[config.mk]
export PLATFORM = sky130hd
export DESIGN_NAME = stream_downsizer_flat
export DESIGN_NICKNAME = d
export VERILOG_FILES = /design/src/rtl/stream_pkg.sv /design/src/rtl/stream_downsizer_if.sv /design/src/rtl/stream_downsizer.sv /design/src/flat_wrapper.sv
export SDC_FILE = /design/constraint.sdc
export NUM_CORES = 1
export LEC_CHECK = 0
export BUFFER_PORTS_ARGS = -buffer_cell sky130_fd_sc_hd__buf_2
export CORE_ASPECT_RATIO = 1.25
export CORE_MARGIN = 2
export CORE_UTILIZATION = 47
export CTS_CLUSTER_DIAMETER = 120
export CTS_CLUSTER_SIZE = 24
export DETAILED_ROUTE_END_ITERATION = 6
export PLACE_DENSITY = 0.81
export SYNTH_ARGS = -nofsm -noshare
export SYNTH_HDL_FRONTEND = slang
export SYNTH_SLANG_ARGS = --single-unit
[constraint.sdc]
create_clock -name clk -period 2.2 [get_ports clk]
set_input_delay 0.66 -clock clk [delete_from_list [all_inputs] [get_ports clk]]
set_output_delay 0.66 -clock clk [all_outputs]
set_load 0.02 [all_outputs]
[src/rtl/stream_pkg.sv]
// Shared width-conversion rules for the stream down/up-sizers.
// Both converters size their beat counters from these helpers, so they always agree.
package stream_pkg;

  function automatic int ratio_of(input int in_w, input int out_w);
    return (out_w > 0) ? in_w / out_w : 1;
  endfunction

  // A counter always needs at least one bit, even when the ratio is 1.
  function automatic int cnt_width(input int ratio);
    return (ratio <= 2) ? 1 : $clog2(ratio);
  endfunction

endpackage

[src/rtl/stream_downsizer_if.sv]
// Bundles the FIFO-read side and the FIFO-write-style output side of the downsizer.
// The master modport is the downsizer's view; the slave modport is the surrounding logic.
interface stream_downsizer_if #(
  parameter int IN_WIDTH  = 32,
  parameter int OUT_WIDTH = 8
);
  logic [IN_WIDTH-1:0]  in_data;
  logic                 in_rrdy;
  logic                 in_ren;
  logic [OUT_WIDTH-1:0] out_data;
  logic                 out_wen;
  logic                 out_wrdy;
  logic                 out_last;

  modport master (
    input  in_data, in_rrdy, out_wrdy,
    output in_ren, out_data, out_wen, out_last
  );

  modport slave (
    output in_data, in_rrdy, out_wrdy,
    input  in_ren, out_data, out_wen, out_last
  );
endinterface

[src/rtl/stream_downsizer.sv]
// Splits each word popped from an upstream FIFO into RATIO narrower beats, LSB first,
// refilling on the last accepted beat so consecutive words stream with no bubble.
module stream_downsizer
  import stream_pkg::*;
#(
  parameter int IN_WIDTH  = 32,
  parameter int OUT_WIDTH = 8
) (
  input logic                clk,
  input logic                rst,
  stream_downsizer_if.master bus
);

  localparam int RATIO = ratio_of(IN_WIDTH, OUT_WIDTH);
  localparam int CW    = cnt_width(RATIO);

  if (OUT_WIDTH < 1 || (IN_WIDTH % OUT_WIDTH) != 0) begin : g_bad_widths
    $error("stream_downsizer: IN_WIDTH must be an integer multiple of OUT_WIDTH");
  end

  logic                full;
  logic [IN_WIDTH-1:0] shreg;
  logic [CW-1:0]       cnt;
  logic                last;
  logic                pop;

  assign last = full && (cnt == CW'(RATIO - 1));
  // A pop is only allowed into an empty holder or alongside the final beat's transfer.
  assign pop  = bus.in_rrdy && !rst && (!full || (bus.out_wrdy && last));

  assign bus.in_ren   = pop;
  assign bus.out_wen  = full;
  assign bus.out_last = last;
  assign bus.out_data = shreg[OUT_WIDTH-1:0];

  always_ff @(posedge clk) begin
    if (rst) begin
      full  <= 1'b0;
      cnt   <= '0;
      shreg <= '0;
    end else if (pop) begin
      full  <= 1'b1;
      cnt   <= '0;
      shreg <= bus.in_data;
    end else if (full && bus.out_wrdy) begin
      if (last) begin
        full <= 1'b0;
      end else begin
        shreg <= shreg >> OUT_WIDTH;
        cnt   <= cnt + CW'(1);
      end
    end
  end

endmodule
[src/flat_wrapper.sv]
// flat-port wrapper written by rule: the top's interface ports become plain ports
module stream_downsizer_flat import stream_pkg::*;
#(
  parameter int IN_WIDTH  = 32,
  parameter int OUT_WIDTH = 8
)
  (clk, rst, bus_in_data, bus_in_rrdy, bus_out_wrdy, bus_in_ren, bus_out_data, bus_out_wen, bus_out_last);
  stream_downsizer_if #(.IN_WIDTH(IN_WIDTH), .OUT_WIDTH(OUT_WIDTH)) bus_i ();
  input logic clk;
  input logic rst;
  input wire logic [$bits(bus_i.in_data)-1:0] bus_in_data;
  input wire logic [$bits(bus_i.in_rrdy)-1:0] bus_in_rrdy;
  input wire logic [$bits(bus_i.out_wrdy)-1:0] bus_out_wrdy;
  output wire logic [$bits(bus_i.in_ren)-1:0] bus_in_ren;
  output wire logic [$bits(bus_i.out_data)-1:0] bus_out_data;
  output wire logic [$bits(bus_i.out_wen)-1:0] bus_out_wen;
  output wire logic [$bits(bus_i.out_last)-1:0] bus_out_last;
  assign bus_i.in_data = bus_in_data;
  assign bus_i.in_rrdy = bus_in_rrdy;
  assign bus_i.out_wrdy = bus_out_wrdy;
  assign bus_in_ren = bus_i.in_ren;
  assign bus_out_data = bus_i.out_data;
  assign bus_out_wen = bus_i.out_wen;
  assign bus_out_last = bus_i.out_last;
  stream_downsizer #(.IN_WIDTH(IN_WIDTH), .OUT_WIDTH(OUT_WIDTH)) u_core (.clk(clk), .rst(rst), .bus(bus_i));
endmodule
==> impl_metrics.csv, run 1 <==
group,metric,value,unit
clocking,post_cts_buffers,0,
logic_synthesis,ys_seq_area_share,39.0,%
power_and_ir_drop,netSwitchingPower,0.390,mW
route,finalWirelength,3890,µm
grt,grt_start_max_net_pins,36,
setup_path,worstSetupEndpointType,"primary output",
place,hpwl,2620,µm
sta,finalSetupViolations,0,
final_layout,nFillCells,359,
setup_path,cp-start-kind,"flop",
setup_path,ff2ff_path_depth,5,
clocking,cts_root_buf,"clkbuf_8",
final_layout,area_delta_synth_final,15.3,%
floorplan,dieHeight,73.1,µm
setup_path,required,1540,ps
route,first_iter_violations,29,
clocking,cts_max_path_buffers,2,
power_and_ir_drop,combPwrFrac,15.7,%
logic_synthesis,syn_area_per_cell,8.98,µm²
sta,worst_pin_slew,484,ps
run_status,outcome,"completed",
grt,grt-ovfl-total,0,
setup_path,r2r-start,"u_core.cnt[0]",
logic_synthesis,yosysTopAreaCell,"dfxtp_1",
floorplan,die_x,59.3,µm
min_path,hold_depth,2,
setup_path,r2r-end,"u_core.shreg[25]",
floorplan,start_util,48.3,%
clocking,path_clk_slew,70,ps
floorplan,coreArea,0.00372,mm²
min_path,hold_end,"u_core.shreg[27]",
place,placed_area,0.00196,mm²
logic_synthesis,synth_edf_count,0,
logic_synthesis,synth_cells,200,
grt,grt_pass1_vias,1404,
final_layout,drive_gt1_share,37.0,%
final_layout,utilization,55.7,%
flow_run,cap_violations,0,
logic_synthesis,synth_common_cells,"52 x nand2_1, 35 x dfxtp_1, 24 x nor3_1",
logic_synthesis,syn_area,0.00180,mm²
power_and_ir_drop,swShare,27.0,%
floorplan,die_area,0.00434,mm²
clocking,cts_tree,"yes",
route,num_vias,1480,
route,drc,0,
sta,finalHoldViolCount,0,
sta,final_min_period_over_clock_period,95.5,%
sta,drv_slew,0,
logic_synthesis,async_flop_share,0,%
sta,fmaxAchievable,476,MHz
sta,period_minus_slack,2100,ps
setup_path,crit_start,"u_core.cnt[0]",
route,drt-wirelength-per-cell,14.2,µm
logic_synthesis,yosysMostFrequentCell,"nand2_1",
logic_synthesis,synth_cell_types,27,
clocking,htreeDepth,2,
final_layout,finish.instance_area,0.00207,mm²
route,vias_per_cell,5.38,
grt,grt_pass1_wl,6380,µm
power_and_ir_drop,power_density,697,mW/mm²
final_layout,fin_nets,271,
setup_path,cp_data_arrival_time,1440,ps
grt,groute.usage.overall,19.8,%
setup_path,criticalPathCategory,"reg -> out",
setup_path,crit_fanout,6,
logic_synthesis,synth-seq-cells,35,
place,dp.cells,267,
logic_synthesis,ys_top_cells_by_area,"dfxtp_1 39%, a311oi_2 18%, nand2_1 11%",
sta,rsz0062_at_grt,"no",
place,io_buffers,46,
power_and_ir_drop,irDropWorstVdd,0.000452,V
logic_synthesis,synth_nets,237,
floorplan,pin_count,47,
sta,timing.slew.headroom,67.7,%
final_layout,antennaDiodeCount,0,
clocking,cts_made_buffers,5,
logic_synthesis,synth_top_area_share,39.0,%
sta,skew,6.66,ps
clocking,worstSkewPairLatency,290,ps
power_and_ir_drop,clkPwrFrac,36.1,%
power_and_ir_drop,internal-power,1.05,mW
setup_path,reg2reg_setup_slack,360,ps
route,ant_nets,0,
clocking,cts.sinks,35,
final_layout,fin_cells,275,
place,globalplace.congestion,0.747,
power_and_ir_drop,p_leak,0.802,nW
min_path,hp-start,"u_core.shreg[27]",
route,first_pass_iters,4,
logic_synthesis,synth_ff_type,"dfxtp_1",
floorplan,rows,25,
power_and_ir_drop,seq_power_share,48.3,%
min_path,hp-class,"reg -> reg",
grt,antenna_found_initial,0,
logic_synthesis,ys_warn_count,0,
## power groups by stage
stage / clock [mW] / combinational (mW) / sequential [mW]
2_1_floorplan: 0 / 0.176 / 0.707
3_3_place_gp: 0 / 0.222 / 0.709
6_report: 0.521 / 0.226 / 0.697
4_1_cts: 0.535 / 0.226 / 0.696
5_1_grt: 0.554 / 0.247 / 0.703
3_5_place_dp: 0 / 0.225 / 0.711
## how the worst max path moves through the flow
stage	end	slack, ps
global placement	u_core.shreg[25]	130
floorplan	bus_in_ren	-6
CTS	bus_in_ren	20
detailed placement	u_core.shreg[25]	110
finish	bus_in_ren	100
global route	bus_in_ren	10
## metrics by stage
stage	power [mW]	setup slack (ps)	setup TNS [ps]	hold WS, ps
2_1_floorplan	0.883	-6.31	-6.31	455
3_3_place_gp	0.931	131	0	459
3_5_place_dp	0.936	112	0	463
4_1_cts	1.46	17.5	0	474
5_1_grt	1.50	10.7	0	494
6_report	1.44	99.1	0	473
## what timing repair did
item	4_1_cts	5_1_grt
resized for setup	0	2
setup endpoints to repair	0	1
hold buffers	0	0
## logic make-up after synthesis
family,after synthesis,share of synthesized area (%)
muxes,1,0.627
DFF,35,39.0
AOI/OAI and AO/OA,35,24.8
buffers and inverters,42,13.3
xor gates and xnor gates,1,0.488
adders and majority gates,1,0.696
and+or+nand+nor,85,21.1
## cell usage in the layout (no fill, tap or decap)
master	count
clkinvlp_4	1
nand2b_4	1
dfxtp_1	35
nand3b_1	1
and2_1	1
a21boi_2	1
a311oi_1	2
or2_1	1
buf_4	7
nor2_1	2
xnor2_1	1
nor3_1	24
and3b_1	1
nand2_1	52
nor3b_1	1
o32ai_1	7
a221oi_1	1
a211oi_1	1
buf_2	46
ha_4	1
clkbuf_8	7
nor2b_1	1
inv_6	1
inv_1	15
a2bb2oi_1	1
a311oi_2	22
mux2_1	1
## per-layer routing
layer / vias up / GRT usage (%) / part of all wire, %
met4: 0 / 9.09 / 2.1
met5: - / 0 / 0
met3: 6 / 5.85 / 4.7
met1: 681 / 23.6 / 45
li1: 761 / - / -
met2: 32 / 32.4 / 48
## area by class of cell
class                   count  area, µm²  area share [%]
well taps                  40       50.0            2.42
repair buffers             53        283            13.6
clock inverters             1       7.51           0.362
inverters                  16       65.1            3.14
clock buffers               7       96.3            4.65
multi-input cells         123        870            42.0
flip-flops and latches     35        701            33.8
## worst max-delay path, cell delays in order (launching register included)
cell,delay [ps]
dfxtp_1,390
ha_4,180
a21boi_2,70
or2_1,290
inv_6,60
buf_2,150
## sequential cells by signal (all words and copies together) (netlist names)
name / cells
u_core.shreg: 32
u_core.cnt: 2
u_core.bus.out_wen: 1
Note: power is estimated with default switching activity, not from simulation.
==> run 2, diff against run 1 <==
CORE_UTILIZATION = 30   (was 47)
PLACE_DENSITY = 0.58   (was 0.81)
RECOVER_POWER = 100   (was default)
==> run 2 against run 1 <==
Clock-buffer cell count down 1. Routed wire length up 12%. Sequential share of layout area fell by 0.16 points. First-iteration DRC count increased to 3.7 times the previous value. Largest cell class unchanged. Largest power group unchanged.
==> impl_metrics.csv, run 2 (synthesis gave the netlist of run 1 again) <==
group,metric,value,unit
run_status,outcome,"completed",
final_layout,drive_gt1_share,32.5,%
final_layout,antennaDiodeCount,0,
final_layout,nFillCells,623,
min_path,hold_depth,2,
sta,worst_pin_slew,561,ps
final_layout,largest_reg_flops,32,
min_path,hp-start,"u_core.shreg[30]",
route,num_vias,1492,
grt,grt-ovfl-total,0,
power_and_ir_drop,internal-power,1.02,mW
route,first_pass_iters,4,
sta,period_minus_slack,2120,ps
power_and_ir_drop,clkPwrFrac,34.1,%
final_layout,mostFrequentLayoutCells,"52 x nand2_1, 35 x buf_2, 35 x dfxtp_1",
power_and_ir_drop,irDropWorstVdd,0.000280,V
route,drt-wirelength-per-cell,14.6,µm
sta,fmaxAchievable,471,MHz
power_and_ir_drop,power_density,676,mW/mm²
setup_path,reg2reg_setup_slack,460,ps
clocking,path_clk_slew,70,ps
route,vias_per_cell,4.97,
power_and_ir_drop,swShare,27.8,%
sta,finalSetupViolations,0,
clocking,worstSkewPairLatency,290,ps
setup_path,worstSetupEndpointType,"primary output",
place,dp.cells,293,
sta,drv_slew,0,
sta,final_min_period_over_clock_period,96.5,%
setup_path,crit_fanout,6,
final_layout,utilization,36.0,%
place,hpwl,2850,µm
setup_path,required,1540,ps
grt,grt_pass1_vias,1401,
final_layout,fin_cells,300,
sta,finalHoldViolCount,0,
grt,grt_pass1_wl,6890,µm
route,finalWirelength,4370,µm
clocking,cts_max_path_buffers,2,
floorplan,dieHeight,90.5,µm
sta,rsz0062_at_grt,"no",
min_path,hp-class,"reg -> reg",
final_layout,area_delta_synth_final,15.9,%
grt,antenna_found_initial,0,
floorplan,rows,31,
min_path,hold_end,"u_core.shreg[30]",
setup_path,r2r-start,"u_core.cnt[0]",
setup_path,cp_data_arrival_time,1460,ps
setup_path,r2r-end,"u_core.shreg[17]",
route,dr_wl_met3,217,µm
clocking,cts.sinks,35,
route,met1_length,2080,µm
sta,timing.slew.headroom,62.6,%
power_and_ir_drop,combPwrFrac,16.4,%
setup_path,cp-start-kind,"flop",
clocking,cts_made_buffers,5,
grt,grt_start_max_net_pins,36,
route,wl_met2,2010,µm
final_layout,fin_nets,271,
place,globalplace.congestion,0.706,
power_and_ir_drop,p_leak,0.766,nW
route,drc,0,
route,topRoutingLayerUsed,"met4",
flow_run,cap_violations,0,
floorplan,coreArea,0.00578,mm²
grt,groute.usage.overall,13.4,%
sta,skew,7.12,ps
clocking,htreeDepth,2,
setup_path,criticalPathCategory,"reg -> out",
power_and_ir_drop,netSwitchingPower,0.391,mW
route,ant_nets,0,
floorplan,start_util,31.1,%
floorplan,die_x,73.2,µm
final_layout,final_common_cell,"nand2_1",
final_layout,largest-register,"u_core.shreg",
floorplan,pin_count,47,
floorplan,die_area,0.00663,mm²
place,io_buffers,46,
route,first_iter_violations,108,
setup_path,ff2ff_path_depth,5,
clocking,hold_buffers,0,
clocking,cts_root_buf,"clkbuf_8",
clocking,cts_tree,"yes",
power_and_ir_drop,seq_power_share,49.5,%
[run 2: cell count changes in the layout (fill, tap and decap cells not counted), moves of 2 or more]
cell | before | now
buf_12 | 0 | 2
buf_2 | 46 | 35
buf_4 | 7 | 3
clkbuf_1 | 0 | 10
clkbuf_2 | 0 | 3
[run 2: worst max-delay path: stages, from the launching register on]
cell	delay, ps
dfxtp_1	350
ha_2	240
a21boi_2	90
or2_4	290
inv_6	50
clkbuf_2	150
[run 2: worst max-delay path by stage]
stage	start	to	slack (ps)	depth (start not counted)
finish	u_core.cnt[0]	bus_in_ren	80	5
global route	u_core.cnt[0]	bus_in_ren	20	5
CTS	u_core.cnt[0]	bus_in_ren	20	5
detailed placement	rst	bus_in_ren	120	5
global placement	rst	bus_in_ren	120	5
floorplan	rst	bus_in_ren	-6	7
[run 2: through the flow]
stage	cell area [µm²]	setup WS [ps]	setup TNS, ps	total power, mW	hold slack (ps)
after global routing	2080	16.3	0	1.46	499
after CTS	2100	18.3	0	1.42	476
final	2080	77.3	0	1.41	474
after detailed placement	2010	120	0	0.947	464
after global placement	2010	117	0	0.945	460
after floorplan	1810	-6.31	-6.31	0.883	455
[run 2: layout make-up]
class                           instances  area [µm²]  share of cell area [%]
Inverter                               16        65.1                    3.12
Clock buffer                            6        82.6                    3.97
Timing Repair Buffer                   53         290                    13.9
Tap cell                               66        82.6                    3.97
Clock inverter                          1        5.00                   0.240
Sequential cell                        35         701                    33.7
Multi-Input combinational cell        123         856                    41.1
[run 2: power groups by stage]
stage	sequential (mW)	clock [mW]	combinational, mW
6_report	0.696	0.479	0.231
3_3_place_gp	0.710	0	0.235
3_5_place_dp	0.711	0	0.237
2_1_floorplan	0.707	0	0.176
5_1_grt	0.702	0.510	0.252
4_1_cts	0.696	0.490	0.238
[run 2: timing repair]
action / in CTS / in global routing
endpoints found under the setup margin: 1 / 1
resized for setup: 1 / 1
setup buffers: 0 / 0
[run 2: per-layer routing]
layer  track usage (%)  up-vias
met5                 0        -
met4              4.63        0
met3              4.02        6
met2              19.9       37
met1              18.1      688
li1                  -      761
